===== src/rtl/aes128_compactor_pkg.sv =====
// Shared definitions for the aes128 result compactor.
//   MISR_POLY_128 : feedback taps of x^128+x^7+x^2+x+1 (low-order constant only)
//   state_t       : serializer FSM states; HDR is present in every build so
//                   the type does not change with the epoch-tag option
//   beats()       : number of OUT_W-bit beats needed to carry one signature
package aes128_compactor_pkg;

  localparam logic [127:0] MISR_POLY_128 = 128'h87;

  typedef enum logic [1:0] {
    IDLE = 2'd0,
    HDR  = 2'd1,
    SEND = 2'd2
  } state_t;

  function automatic int beats(input int width, input int out_w);
    return width / out_w;
  endfunction

endpackage


===== src/rtl/misr_reg.sv =====
// Multiple-input signature register.
//   clk      : clock
//   reset    : asynchronous active-low reset, clears the signature
//   en       : absorb din this cycle
//   clr      : when en is also high, load zero instead of sig_next
//   din      : word to fold into the signature
//   sig      : current signature
//   sig_next : signature after folding din in (valid whether or not en is high)
module misr_reg
  import aes128_compactor_pkg::*;
#(
  parameter int               WIDTH = 128,
  parameter logic [WIDTH-1:0] POLY  = WIDTH'(MISR_POLY_128)
) (
  input  logic             clk,
  input  logic             reset,
  input  logic             en,
  input  logic             clr,
  input  logic [WIDTH-1:0] din,
  output logic [WIDTH-1:0] sig,
  output logic [WIDTH-1:0] sig_next
);

  // Galois-style shift: the bit falling off the top folds back through POLY.
  always_comb begin
    sig_next = {sig[WIDTH-2:0], 1'b0} ^ (sig[WIDTH-1] ? POLY : '0) ^ din;
  end

  always_ff @(posedge clk or negedge reset) begin
    if (!reset) begin
      sig <= '0;
    end else if (en) begin
      sig <= clr ? '0 : sig_next;
    end
  end

endmodule


===== src/rtl/aes128_result_compactor.sv =====
// Compresses a stream of ciphertext words into a MISR signature and, every
// INTERVAL accepted words, streams the signature out OUT_W bits per beat,
// most significant chunk first, over a valid/ready handshake.
// Optional build macro COMPACTOR_EPOCH_TAG_EN: each signature is preceded by a
// header beat carrying an OUT_W-bit epoch number.
//   clk       : clock
//   reset     : asynchronous active-low reset
//   din       : ciphertext word
//   din_valid : din qualifies this cycle (no upstream backpressure)
//   sig_data  : signature beat (zero while sig_valid is low)
//   sig_valid : beat valid
//   sig_ready : sink accepts the beat
//   sig_last  : final beat of a signature
//   overrun   : sticky, a snapshot was dropped because the serializer was busy
module aes128_result_compactor
  import aes128_compactor_pkg::*;
#(
  parameter int WIDTH    = 128,
  parameter int OUT_W    = 8,
  parameter int INTERVAL = 1024
) (
  input  logic             clk,
  input  logic             reset,
  input  logic [WIDTH-1:0] din,
  input  logic             din_valid,
  output logic [OUT_W-1:0] sig_data,
  output logic             sig_valid,
  input  logic             sig_ready,
  output logic             sig_last,
  output logic             overrun
);

  localparam int NBEATS = beats(WIDTH, OUT_W);
  localparam int BW     = (NBEATS > 1) ? $clog2(NBEATS) : 1;
  localparam int CW     = (INTERVAL > 1) ? $clog2(INTERVAL) : 1;

  state_t           state_reg, state_next;
  logic [WIDTH-1:0] shift_reg, shift_next;
  logic [BW-1:0]    beat_reg, beat_next;
  logic [CW-1:0]    count_reg;
  logic             overrun_reg;
  logic [WIDTH-1:0] snapshot;
  logic             epoch_end, last_beat, last_hs, accept;

  // Epoch boundary: the valid word that completes INTERVAL words.
  assign epoch_end = din_valid && (count_reg == CW'(INTERVAL - 1));
  assign last_beat = (state_reg == SEND) && (beat_reg == BW'(NBEATS - 1));
  assign last_hs   = last_beat && sig_ready;
  // A busy serializer can still take a snapshot if its final beat leaves
  // on this very edge, which lets signatures run back to back.
  assign accept    = epoch_end && ((state_reg == IDLE) || last_hs);

  // The sig port is not needed here: the snapshot is the post-update value.
  misr_reg #(
    .WIDTH (WIDTH),
    .POLY  (WIDTH'(MISR_POLY_128))
  ) u_misr (
    .clk      (clk),
    .reset    (reset),
    .en       (din_valid),
    .clr      (epoch_end),
    .din      (din),
    .sig      (),
    .sig_next (snapshot)
  );

  always_ff @(posedge clk or negedge reset) begin
    if (!reset) begin
      count_reg <= '0;
    end else if (din_valid) begin
      count_reg <= epoch_end ? '0 : count_reg + CW'(1);
    end
  end

  always_comb begin
    state_next = state_reg;
    shift_next = shift_reg;
    beat_next  = beat_reg;
    case (state_reg)
      IDLE: ;
      HDR: begin
        if (sig_ready) state_next = SEND;
      end
      SEND: begin
        if (sig_ready) begin
          if (last_beat) begin
            state_next = IDLE;
          end else begin
            shift_next = shift_reg << OUT_W;
            beat_next  = beat_reg + BW'(1);
          end
        end
      end
      default: state_next = IDLE;
    endcase
    if (accept) begin
      shift_next = snapshot;
      beat_next  = '0;
`ifdef COMPACTOR_EPOCH_TAG_EN
      state_next = HDR;
`else
      state_next = SEND;
`endif
    end
  end

  always_ff @(posedge clk or negedge reset) begin
    if (!reset) begin
      state_reg   <= IDLE;
      shift_reg   <= '0;
      beat_reg    <= '0;
      overrun_reg <= 1'b0;
    end else begin
      state_reg   <= state_next;
      shift_reg   <= shift_next;
      beat_reg    <= beat_next;
      overrun_reg <= overrun_reg | (epoch_end & ~accept);
    end
  end

`ifdef COMPACTOR_EPOCH_TAG_EN
  // Counts emitted signatures only; dropped snapshots never reach last_hs.
  logic [OUT_W-1:0] epoch_reg;

  always_ff @(posedge clk or negedge reset) begin
    if (!reset) begin
      epoch_reg <= '0;
    end else if (last_hs) begin
      epoch_reg <= epoch_reg + OUT_W'(1);
    end
  end
`endif

  always_comb begin
    sig_valid = 1'b0;
    sig_data  = '0;
    sig_last  = 1'b0;
    case (state_reg)
      SEND: begin
        sig_valid = 1'b1;
        sig_data  = shift_reg[WIDTH-1 -: OUT_W];
        sig_last  = (beat_reg == BW'(NBEATS - 1));
      end
`ifdef COMPACTOR_EPOCH_TAG_EN
      HDR: begin
        sig_valid = 1'b1;
        sig_data  = epoch_reg;
      end
`endif
      default: ;
    endcase
  end

  assign overrun = overrun_reg;

endmodule


===== config.mk =====
export PLATFORM = sky130hd
export DESIGN_NAME = aes128_result_compactor
export DESIGN_NICKNAME = d
export VERILOG_FILES = /design/src/rtl/aes128_compactor_pkg.sv /design/src/rtl/misr_reg.sv /design/src/rtl/aes128_result_compactor.sv
export SDC_FILE = /design/constraint.sdc
export NUM_CORES = 1
export LEC_CHECK = 0
export BUFFER_PORTS_ARGS = -buffer_cell sky130_fd_sc_hd__clkbuf_2
export CORE_MARGIN = 3
export CORE_UTILIZATION = 59
export DETAILED_ROUTE_END_ITERATION = 6
export GPL_ROUTABILITY_DRIVEN = 1
export PLACE_DENSITY_LB_ADDON = 0.2
export SLEW_MARGIN = 20
export SYNTH_ARGS = -nofsm -noshare
export SYNTH_HDL_FRONTEND = slang
export SYNTH_SLANG_ARGS = --single-unit

===== constraint.sdc =====
create_clock -name clk -period 3 [get_ports clk]
set_clock_uncertainty 0.1 [all_clocks]
set_input_delay 0.3 -clock clk [delete_from_list [all_inputs] [get_ports clk]]
set_output_delay 0.3 -clock clk [all_outputs]
set_load 0.05 [all_outputs]

==> results.sh, run 1 <==
export IMPL_status="finished, final reports clean"
export IMPL_p_leak_nw=7.03
export IMPL_final_cell_mix="dfrtp_1, inv_1, clkbuf_2"
export IMPL_syn_num_nets=1292
export IMPL_crit_type="flop to flop"
export IMPL_slowest_delay_ps=460
export IMPL_cts_tree="yes"
export IMPL_htreeDepth=1
export IMPL_ys_seq_area_frac=0.523
export IMPL_yosysWarningCount=0
export IMPL_start_util=0.610
export IMPL_worstHoldPathType="input pin to flop"
export IMPL_syn_avg_cell_area_sq_um=11.2
export IMPL_ys_types=31
export IMPL_wl_microns=27200
export IMPL_period_share=0.869
export IMPL_vias=8541
export IMPL_synth_cells=1158
export IMPL_fmax_mhz=383
export IMPL_multiInputGateArea_sq_mm=0.00503
export IMPL_avgRoutedWirePerCell_microns=16.7
export IMPL_switching_share=0.273
export IMPL_viasPerCell=5.26
export IMPL_seq_area_sq_mm=0.00681
export IMPL_portBuffers=142
export IMPL_grt_usage=0.228
export IMPL_setup_tns_ps=0
export IMPL_cts_sinks=272
export IMPL_grt_ovfl_total=0
export IMPL_seq_power_share=0.477
export IMPL_clk_pin_slew_ps=60
export IMPL_synth_ff_latch_count=272
export IMPL_internal_power_mw=6.86
export IMPL_cts_root_buffer="clkbuf_16"
export IMPL_layout_commonest_cell="dfrtp_1"
export IMPL_antenna_left=0
export IMPL_slew_headroom=0.421
export IMPL_dr_pass1_iters=4
export IMPL_placedCellCount=1540
export IMPL_rows=53
export IMPL_critPathSlowestCell="a2111oi_4"
export IMPL_tightest_slew_ps=868
export IMPL_final_nets=1465
export IMPL_coreArea_sq_mm=0.0214
export IMPL_worstPathRequired_ps=3370
export IMPL_n_fill_cell=1532
export IMPL_die_x_microns=155
export IMPL_cp_end_kind="flop"
export IMPL_drv_slew=0
export IMPL_holdPathEnd="u_misr.sig[85]"
export IMPL_antenna_found_initial=0
export IMPL_r2r_cells=7
export IMPL_worst_path_max_fanout=29
export IMPL_min_path_cells=3
export IMPL_drive_gt1_frac=0.246
export IMPL_grt_max_degree=103
export IMPL_cap_viol_max_count=0
export IMPL_drcViolationCount=0
export IMPL_grt_setup_unrepaired="no"
export IMPL_place_hpwl_microns=17400
export IMPL_drtIter0Drc=351
export IMPL_area_growth_pct=18.5
export IMPL_grt_pass1_vias=9014
export IMPL_finalHoldViolCount=0
export IMPL_fin_cells=1624
export IMPL_clkPwrFrac=0.360
export IMPL_cts_resized=0
export IMPL_synth_area_leaders="dfrtp_1, mux2_2, mux2i_1"
export IMPL_ff2ff_setup_slack_ps=390
export IMPL_critPathMostFrequentCell="buf_12"
export IMPL_gp_congestion=0.788
export IMPL_ir_worst_vdd_mv=0.448
export IMPL_finalSetupViolCount=0
export IMPL_crit_chain="ha_1 > nand4_1 > a2111oi_4 > buf_12 > buf_12 > mux2i_1 > mux2_2"
export IMPL_die_y_microns=155
export IMPL_regToRegEndpoint="shift_reg[19]"
export IMPL_synth_top_area_frac=0.523
export IMPL_worstHoldStart="din[85]"
export IMPL_arrival_ps=2980
export IMPL_p_per_area_mw_per_mm2=611
export IMPL_post_cts_buffers=0
export IMPL_hold_ws_ps=6.90
export IMPL_antenna_cells=0
export IMPL_ctsLongestPathBuffers=3
export IMPL_start_kind="flop"
export IMPL_ioPinCount=143
export IMPL_switchingPower_mw=2.57
export IMPL_comb_power_share=0.162
export IMPL_grt_pass1_wl_microns=45100
export IMPL_critPathTopFamily="buffers and inverters"
export IMPL_yosysTopAreaCell="dfrtp_1"
export IMPL_synth_area_sq_mm=0.0130
export IMPL_cts_buffers=29
export IMPL_cp_num_buf_inv=2
export IMPL_clock_latency_ps=530
export IMPL_die_area_sq_mm=0.0239
export IMPL_fin_crit_ps=2610
export IMPL_reg2reg_from="beat_reg[0]"
-- worst max-delay path by stage --
| stage | startpoint | slack [ps] | end | cells past startpoint |
|---|---|---|---|---|
| final | beat_reg[0] | 390 | shift_reg[19] | 7 |
| after global routing | beat_reg[0] | 260 | shift_reg[19] | 7 |
| after CTS | count_reg[0] | 440 | shift_reg[49] | 7 |
| after detailed placement | beat_reg[0] | 460 | shift_reg[19] | 7 |
| after global placement | beat_reg[0] | 520 | shift_reg[19] | 7 |
| after floorplan | beat_reg[0] | 760 | shift_reg[11] | 7 |
-- metrics by stage --
step	setup WS, ps	instance area, sq um	utilization	power (mW)
4_1_cts	437	15400	0.722	9.51
5_1_grt	257	15400	0.722	9.88
3_5_place_dp	457	14200	0.664	6.04
6_report	392	15400	0.722	9.43
2_1_floorplan	762	13000	-	5.55
3_3_place_gp	523	14200	0.664	5.98
-- what timing repair did --
action / 4_1_cts / 5_1_grt
hold buffers: 35 / 0
endpoints found under the setup margin: 0 / 0
endpoints found under the hold margin: 104 / 0
-- worst min-delay path, delay by kind of cell --
kind	cells	cell delay, ps
AO/OA/AOI/OAI	1	120
buffers and inverters	1	80
XOR/XNOR	1	80
-- area by class of cell --
| type | instances | share of cell area |
|---|---|---|
| Sequential cell | 272 | 0.441 |
| Timing Repair Buffer | 199 | 0.0911 |
| Clock buffer | 39 | 0.0527 |
| Clock inverter | 10 | 0.00543 |
| Multi-Input combinational cell | 578 | 0.326 |
| Inverter | 251 | 0.0611 |
| Tap cell | 275 | 0.0223 |
-- kinds of logic (layout without fill, tap and decap cells) --
group,count (synthesis),after routing,share of synthesized area
compound gates,154,154,0.0750
xor+xnor,136,136,0.0915
fa+ha+maj,2,2,0.00192
buf+inv,308,499,0.0929
flops,272,272,0.523
mux,243,243,0.199
simple gates,43,43,0.0173
-- power by group through the flow --
| stage | Sequential [mW] | Combinational (mW) | Clock, mW |
|---|---|---|---|
| finish | 4.50 | 1.53 | 3.40 |
| global route | 4.56 | 1.72 | 3.60 |
| CTS | 4.50 | 1.54 | 3.47 |
| detailed placement | 4.55 | 1.49 | 0 |
| global placement | 4.53 | 1.45 | 0 |
| floorplan | 4.48 | 1.08 | 0 |
-- per-layer routing --
metal	GRT usage	share of wire
met3	0.0283	0.039
met2	0.380	0.49
met4	0.0484	0.016
met5	0	0
met1	0.326	0.46
-- synthesized netlist by cell type --
| library cell | count |
|---|---|
| mux2_2 | 121 |
| and4_1 | 1 |
| and3_1 | 2 |
| clkbuf_1 | 30 |
| dfrtp_1 | 272 |
| a2111oi_2 | 1 |
| o31ai_1 | 3 |
| o21ai_0 | 3 |
| nand4_1 | 4 |
| nand3_1 | 9 |
| nand2_1 | 7 |
| ha_1 | 2 |
| o22ai_1 | 137 |
| buf_1 | 1 |
| o2bb2ai_1 | 2 |
| inv_1 | 251 |
| nor2b_1 | 2 |
| a31oi_1 | 2 |
| o21ai_1 | 1 |
| buf_2 | 18 |
| xor2_1 | 1 |
| a21oi_1 | 3 |
| or3_1 | 2 |
| mux2i_1 | 122 |
| buf_4 | 8 |
| nor3_1 | 2 |
| and2_1 | 8 |
| xnor2_1 | 135 |
| nor2_1 | 6 |
| a32oi_1 | 1 |
| o21bai_1 | 1 |
Note: power is estimated with default switching activity, not from simulation.
==> run 2, diff against run 1 <==
- PLACE_DENSITY: unset -> 0.9
- PLACE_DENSITY_LB_ADDON: 0.2 -> unset
==> results.sh, run 2 (synthesized netlist as in run 1, its figures left out) <==
export IMPL_drv_slew=0
export IMPL_status="finished, final reports clean"
export IMPL_arrival_ps=2900
export IMPL_cp_end_kind="flop"
export IMPL_cts_buffers=28
export IMPL_n_fill_cell=1385
export IMPL_r2r_cells=6
export IMPL_grt_setup_unrepaired="no"
export IMPL_place_hpwl_microns=18100
export IMPL_slew_headroom=0.507
export IMPL_worstPathRequired_ps=3310
export IMPL_vias=8806
export IMPL_grt_pass1_vias=9551
export IMPL_gp_congestion=0.829
export IMPL_fin_crit_ps=2580
export IMPL_start_util=0.610
export IMPL_wl_met3_microns=1250
export IMPL_final_cell_mix="dfrtp_1, inv_1, clkbuf_2"
export IMPL_cts_tree="yes"
export IMPL_die_x_microns=155
export IMPL_grt_max_degree=131
export IMPL_layout_commonest_cell="dfrtp_1"
export IMPL_viasPerCell=5.45
export IMPL_ff2ff_setup_slack_ps=420
export IMPL_m1WireLength_microns=12400
export IMPL_post_cts_buffers=0
export IMPL_cap_viol_max_count=0
export IMPL_coreArea_sq_mm=0.0214
export IMPL_setup_tns_ps=0
export IMPL_grt_pass1_wl_microns=47300
export IMPL_die_area_sq_mm=0.0239
export IMPL_rows=53
export IMPL_dr_pass1_iters=5
export IMPL_area_growth_pct=18.3
export IMPL_multiInputGateArea_sq_mm=0.00503
export IMPL_wl_microns=28900
export IMPL_fmax_mhz=387
export IMPL_start_kind="flop"
export IMPL_worstHoldStart="din[61]"
export IMPL_highest_layer="met4"
export IMPL_worstHoldPathType="input pin to flop"
export IMPL_antenna_left=0
export IMPL_antenna_found_initial=0
export IMPL_htreeDepth=1
export IMPL_drtIter0Drc=617
export IMPL_final_nets=1455
export IMPL_drcViolationCount=0
export IMPL_grt_ovfl_total=0
export IMPL_tightest_slew_ps=739
export IMPL_period_share=0.861
export IMPL_ioPinCount=143
export IMPL_finalPower_mw=9.73
export IMPL_placedCellCount=1531
export IMPL_crit_chain="ha_1 > nand4_1 > a2111oi_4 > buf_12 > mux2i_1 > mux2_2"
export IMPL_regToRegEndpoint="shift_reg[93]"
export IMPL_portBuffers=142
export IMPL_grt_usage=0.240
export IMPL_p_per_area_mw_per_mm2=632
export IMPL_antenna_cells=0
export IMPL_worst_path_max_fanout=45
export IMPL_clock_latency_ps=530
export IMPL_seq_area_sq_mm=0.00681
export IMPL_wl_met2_microns=14600
export IMPL_finalHoldViolCount=0
export IMPL_die_y_microns=155
export IMPL_critPathSlowestCell="a2111oi_4"
export IMPL_min_path_cells=3
export IMPL_avgRoutedWirePerCell_microns=17.9
export IMPL_drive_gt1_frac=0.242
export IMPL_ctsLongestPathBuffers=3
export IMPL_p_leak_nw=7.00
export IMPL_clk_pin_slew_ps=60
export IMPL_cts_resized=0
export IMPL_cts_root_buffer="clkbuf_16"
export IMPL_ir_worst_vdd_mv=0.420
export IMPL_holdPathEnd="u_misr.sig[61]"
export IMPL_crit_type="flop to flop"
export IMPL_fin_cells=1616
export IMPL_cts_sinks=272
export IMPL_finalSetupViolCount=0
export IMPL_slowest_delay_ps=640
export IMPL_reg2reg_from="beat_reg[0]"
run 2: cell count changes in the layout (fill, tap and decap cells not counted):
| cell | previous run | this run |
|---|---|---|
| buf_12 | 13 | 10 |
| clkbuf_1 | 5 | 6 |
| clkbuf_8 | 5 | 8 |
| bufinv_16 | 1 | 3 |
| dlygate4sd3_1 | 35 | 34 |
| buf_4 | 9 | 5 |
| clkinv_2 | 6 | 1 |
| buf_6 | 1 | 0 |
run 2: worst max-delay path, delay by kind of cell, from the launching register on:
family / cells / cell delay (ps)
AND/OR/NAND/NOR: 1 / 190
adder cells (fa/ha/maj): 1 / 250
flip-flops: 1 / 410
multiplexers: 2 / 470
AO/OA/AOI/OAI: 1 / 640
buffers and inverters: 1 / 370
run 2: final cells by class:
| type | instances | share of cell area |
|---|---|---|
| multi-input cells | 578 | 0.327 |
| clock buffers | 43 | 0.0557 |
| clock inverters | 7 | 0.00772 |
| well taps | 275 | 0.0223 |
| flip-flops and latches | 272 | 0.442 |
| repair buffers | 190 | 0.0840 |
| inverters | 251 | 0.0612 |
run 2: how the worst max path moves through the flow:
stage / slack, ps / depth (start not counted) / start / to
2_1_floorplan: 760 / 7 / beat_reg[0] / shift_reg[11]
3_3_place_gp: 580 / 6 / beat_reg[0] / shift_reg[92]
3_5_place_dp: 490 / 6 / beat_reg[0] / shift_reg[54]
4_1_cts: 470 / 6 / beat_reg[0] / shift_reg[62]
5_1_grt: 260 / 6 / beat_reg[1] / shift_reg[93]
6_report: 420 / 6 / beat_reg[0] / shift_reg[93]
run 2: per-layer routing:
| metal | track usage | up-vias |
|---|---|---|
| li1 | - | 4149 |
| met1 | 0.321 | 4374 |
| met2 | 0.416 | 236 |
| met3 | 0.0305 | 47 |
| met4 | 0.0660 | 0 |
| met5 | 0 | - |
run 2: timing repair:
action,in CTS,in global routing
setup endpoints to repair,0,0
endpoints found under the hold margin,118,1
hold buffers,33,1
run 2: power by group:
group	leakage (nW)	switching [mW]	internal, mW
Clock	0.473	1.43	2.22
Sequential	3.52	0.377	4.14
Combinational	3.01	0.822	0.749
Total	7.00	2.63	7.11
run 2: stage by stage:
| step | instance area (sq um) | setup slack, ps | util | hold slack [ps] |
|---|---|---|---|---|
| finish | 15400 | 417 | 0.721 | 14.4 |
| global route | 15400 | 262 | 0.721 | 7.47 |
| CTS | 15400 | 469 | 0.720 | 0.940 |
| detailed placement | 14100 | 494 | 0.658 | 282 |
| global placement | 14100 | 575 | 0.658 | 282 |
| floorplan | 13000 | 762 | - | -95.6 |
